**src/rtl/regfile.sv**
```systemverilog
// Architectural integer register file: NREG x 32-bit, index 0 hardwired to zero.
// Two combinational read ports with write-first forwarding of the value being
// committed from MEM/WB in the same cycle.
module regfile #(
    parameter int unsigned NREG = 32,
    parameter int unsigned AW   = 5
) (
    input  logic          clk_in,
    input  logic          rst_in,
    input  logic          rdy_in,
    input  logic          wb_we,
    input  logic [31:0]   wb_w_addr,
    input  logic [31:0]   wb_w_data,
    input  logic          re1,
    input  logic [AW-1:0] raddr1,
    output logic [31:0]   rdata1,
    input  logic          re2,
    input  logic [AW-1:0] raddr2,
    output logic [31:0]   rdata2
);

    logic [31:0]   regs_q [NREG];
    logic [AW-1:0] waddr;
    logic          wr_en;
    logic          byp_en;

    // Upper write-index bits are architecturally ignored.
    logic unused_waddr_hi;
    assign unused_waddr_hi = ^wb_w_addr[31:AW];

    assign waddr  = wb_w_addr[AW-1:0];
    assign wr_en  = rdy_in && wb_we && (waddr != '0);
    // Forwarding is suppressed while in reset so reads see the cleared state.
    assign byp_en = !rst_in && rdy_in && wb_we;

    // Storage update: asynchronous clear, single write port, x0 never written.
    always_ff @(posedge clk_in or posedge rst_in) begin
        if (rst_in) begin
            for (int i = 0; i < int'(NREG); i++) begin
                regs_q[i] <= '0;
            end
        end else if (wr_en) begin
            regs_q[waddr] <= wb_w_data;
        end
    end

    function automatic logic [31:0] read_port(input logic re, input logic [AW-1:0] raddr);
        logic [31:0] val;
        val = '0;
        if (!re || raddr == '0) begin
            val = '0;
        end else if (byp_en && raddr == waddr) begin
            val = wb_w_data;
        end else begin
            val = regs_q[raddr];
        end
        return val;
    endfunction

    // Read ports: enable, x0, bypass, then stored value, in priority order.
    always_comb begin
        rdata1 = read_port(re1, raddr1);
        rdata2 = read_port(re2, raddr2);
    end

endmodule

```
**config.mk**
```make
export PLATFORM = sky130hd
export DESIGN_NAME = regfile
export DESIGN_NICKNAME = d
export VERILOG_FILES = /design/src/rtl/regfile.sv
export SDC_FILE = /design/constraint.sdc
export NUM_CORES = 2
export LEC_CHECK = 0
export ABC_AREA = 1
export BUFFER_PORTS_ARGS = -buffer_cell sky130_fd_sc_hd__buf_2
export CAP_MARGIN = 15
export CORE_MARGIN = 2
export CORE_UTILIZATION = 60
export DETAILED_ROUTE_END_ITERATION = 10
export HOLD_SLACK_MARGIN = 0.05
export PLACE_DENSITY = 0.77
export SYNTH_ARGS = -nofsm -noshare
export SYNTH_HDL_FRONTEND = slang
export SYNTH_SLANG_ARGS = --single-unit
```
**constraint.sdc**
```tcl
create_clock -name clk_in -period 78.6 [get_ports clk_in]
set_clock_uncertainty 0.05 [all_clocks]
set_input_delay 0 -clock clk_in [delete_from_list [all_inputs] [get_ports clk_in]]
set_output_delay 0 -clock clk_in [all_outputs]
set_load 0.01 [all_outputs]
```
==> reports/metrics.yaml <==
status: "finished, final reports clean"
fmax_ghz: 0.202
coreArea_um2: 96900
end_kind: "primary output"
antenna_left: 0
root_buffer: "clkbuf_16"
path_common_cell: "buf_4"
cts_num_sinks: 1024
worstSkewPairLatency_ns: 0.70
drive_gt1_frac: 0.0497
slew_violations: 0
rows: 114
io_buffer_count: 116
syn_nets: 8906
fin_hold_ws_ns: 0.0781
cp-start-kind: "input pin"
cts_tree: "yes"
cts-htree-levels: 3
max_cap_viol_count: 0
slew_headroom: 0.149
routed_wl_um: 213000
largest_reg_flops: 1024
crit_fanout: 41
slowest_stage: "nor2_4"
ys.flop_type: "dfrtp_1"
numCtsBuffers: 109
seq_power_share: 0.443
chipHeight_um: 317
place_congestion: 0.885
cts_max_path_buffers: 3
syn_avg_cell_area_um2: 6.66
clk_pin_slew_ns: 0.06
combPwrFrac: 0.182
post_drt_wl_per_cell_um: 21.7
synth-seq-cells: 1024
power.leakage_nw: 30.7
yosysMostFrequentCell: "nand2_1"
crit_required_ns: 78.55
top_register: "regs_q"
finalCritPeriodShare: 0.0631
overflow: 0
drt_iter0_markers: 9139
swShare: 0.308
power_switching_mw: 0.442
die_w_um: 317
worst_pin_slew_ns: 1.27
vdd_drop_max_mv: 0.0196
dp_hpwl_um: 107000
period_minus_slack_ns: 4.96
placed_area_um2: 59000
synthToLayoutAreaGrowth_pct: 7.61
yosysTopAreaCell: "dfrtp_1"
top_regs: "regs_q (1024)"
first_pass_iters: 9
ys_warn_count: 0
critPathKind: "input pin to primary output"
start_util: 0.607
grt_max_degree: 206
netlist_top_cells_count: "nand2_1 (3,288), o21ai_0 (1,214), nand3_1 (1,146)"
synth_edf_count: 0
cp.buffers_inverters: 6
seq_area_frac_synth: 0.436
grt_pass1_vias: 56200
max_stage_delay_ns: 0.78
power.density_nw_per_um2: 22.7
final_nets: 8518
drc_errors: 0
via_per_inst: 6.17
vias: 60500
holdCritPathClass: "input pin to register"
grt.total_usage: 0.422
synthCells: 8826
ios: 144
synthesis.area_um2: 58800
finalSetupTns_ns: 0
grt_pass1_wl_um: 325000
hold_viol: 0
synth.top_cell.area_share: 0.436
path_cells: "buf_4, inv_4, buf_4, nand2_2, buf_4, nor2_4, buf_4, nand2_1, nand3_1, nor2_1, nand2_1, nand2_1, a21oi_1, buf_2"
internal_power_mw: 0.992
antenna_found_initial: 5
crit_arrival_ns: 4.91
async_flop_share: 1.00
path_delay_family: "buffers and inverters"
design_area_um2: 63200
setup_violations: 0
die_area_um2: 100000
yosys.cell_types.count: 26
clkPwrFrac: 0.375
rsz0062_at_grt: "false"
synthTopCellsByArea: "dfrtp_1 (44%), nand2_1 (21%), o21ai_0 (10%)"
cts_resized: 0
==> cell type report <==
class                   instances  area [µm²]
diodes                          2        5.00
clock buffers                 158        3170
clock inverters                38         504
fillers                      8524       33600
inverters                     702        2680
multi-input cells            6351       27800
flip-flops and latches       1024       25600
well taps                    1276        1600
repair buffers                250        1860
==> cells in the final DEF (no fill, tap or decap), types with 20 or more instances in the layout <==
master and instances:
nand2_1 3282, o21ai_0 1214, nand3_1 1144, dfrtp_1 1024
inv_1 691, nor2_1 365, a21oi_1 124, o211ai_1 114
clkbuf_16 109, buf_2 108, buf_4 73, dlygate4sd3_1 59
clkbuf_8 27, o21ai_1 25, clkbuf_1 23, nand2_4 21
nand4_1 21, clkinv_2 20
==> path summary, 6_finish.rpt <==
path | startpoint | endpoint | slack (ns) | depth (start not counted)
setup reg to reg | regs_q[935] | regs_q[935] | 77.28 | 3
hold / removal | wb_w_data[28] | regs_q[956] | 0.08 | 4
max in group asynchronous | rst_in | regs_q[603] | 75.08 | 7
setup / recovery | raddr1[2] | rdata1[15] | 73.64 | 14
hold reg to reg | regs_q[992] | regs_q[992] | 0.33 | 0
min in group asynchronous | rst_in | regs_q[521] | 0.47 | 4
==> worst min-delay path, cell delays in order <==
cell and delay, ns:
dlygate4sd3_1 0.55, buf_2 0.13, nand2_1 0.05, o21ai_0 0.07
==> metal layers <==
layer  track usage  share of wire
met5             0        0.00016
met1         0.570           0.37
met3         0.109           0.15
met4         0.233          0.065
met2         0.624           0.41
==> per-stage QoR <==
step	total power [mW]	instances	util	setup slack (ns)
finish	1.43	9801	0.653	73.64
CTS	1.43	9799	0.653	73.92
global route	1.50	9799	0.653	73.62
detailed placement	0.892	9544	0.609	74.09
global placement	0.880	9544	0.609	74.09
floorplan	0.822	8826	-	49.72
==> power groups by stage <==
stage | Sequential (mW) | Combinational [mW] | Clock [mW]
5_1_grt | 0.643 | 0.295 | 0.560
6_report | 0.636 | 0.261 | 0.538
3_3_place_gp | 0.640 | 0.240 | 0
3_5_place_dp | 0.642 | 0.249 | 0
4_1_cts | 0.634 | 0.254 | 0.538
2_1_floorplan | 0.636 | 0.187 | 0
==> logic make-up (layout without fill, tap and decap cells) <==
kind of cell / after synthesis / in the layout / share of synthesized area
and+or+nand+nor: 4871 / 4871 / 0.339
AOI/OAI and AO/OA: 1477 / 1477 / 0.131
buffers and inverters: 1451 / 1148 / 0.0942
DFF: 1024 / 1024 / 0.436
xor gates and xnor gates: 3 / 3 / 0.000447
other: 0 / 2 / 0
==> timing repair <==
item / CTS / global route
setup buffers: 0 / 0
hold endpoints to repair: 370 / 0
hold buffers: 59 / 0
(Power assumes the default switching activity.)
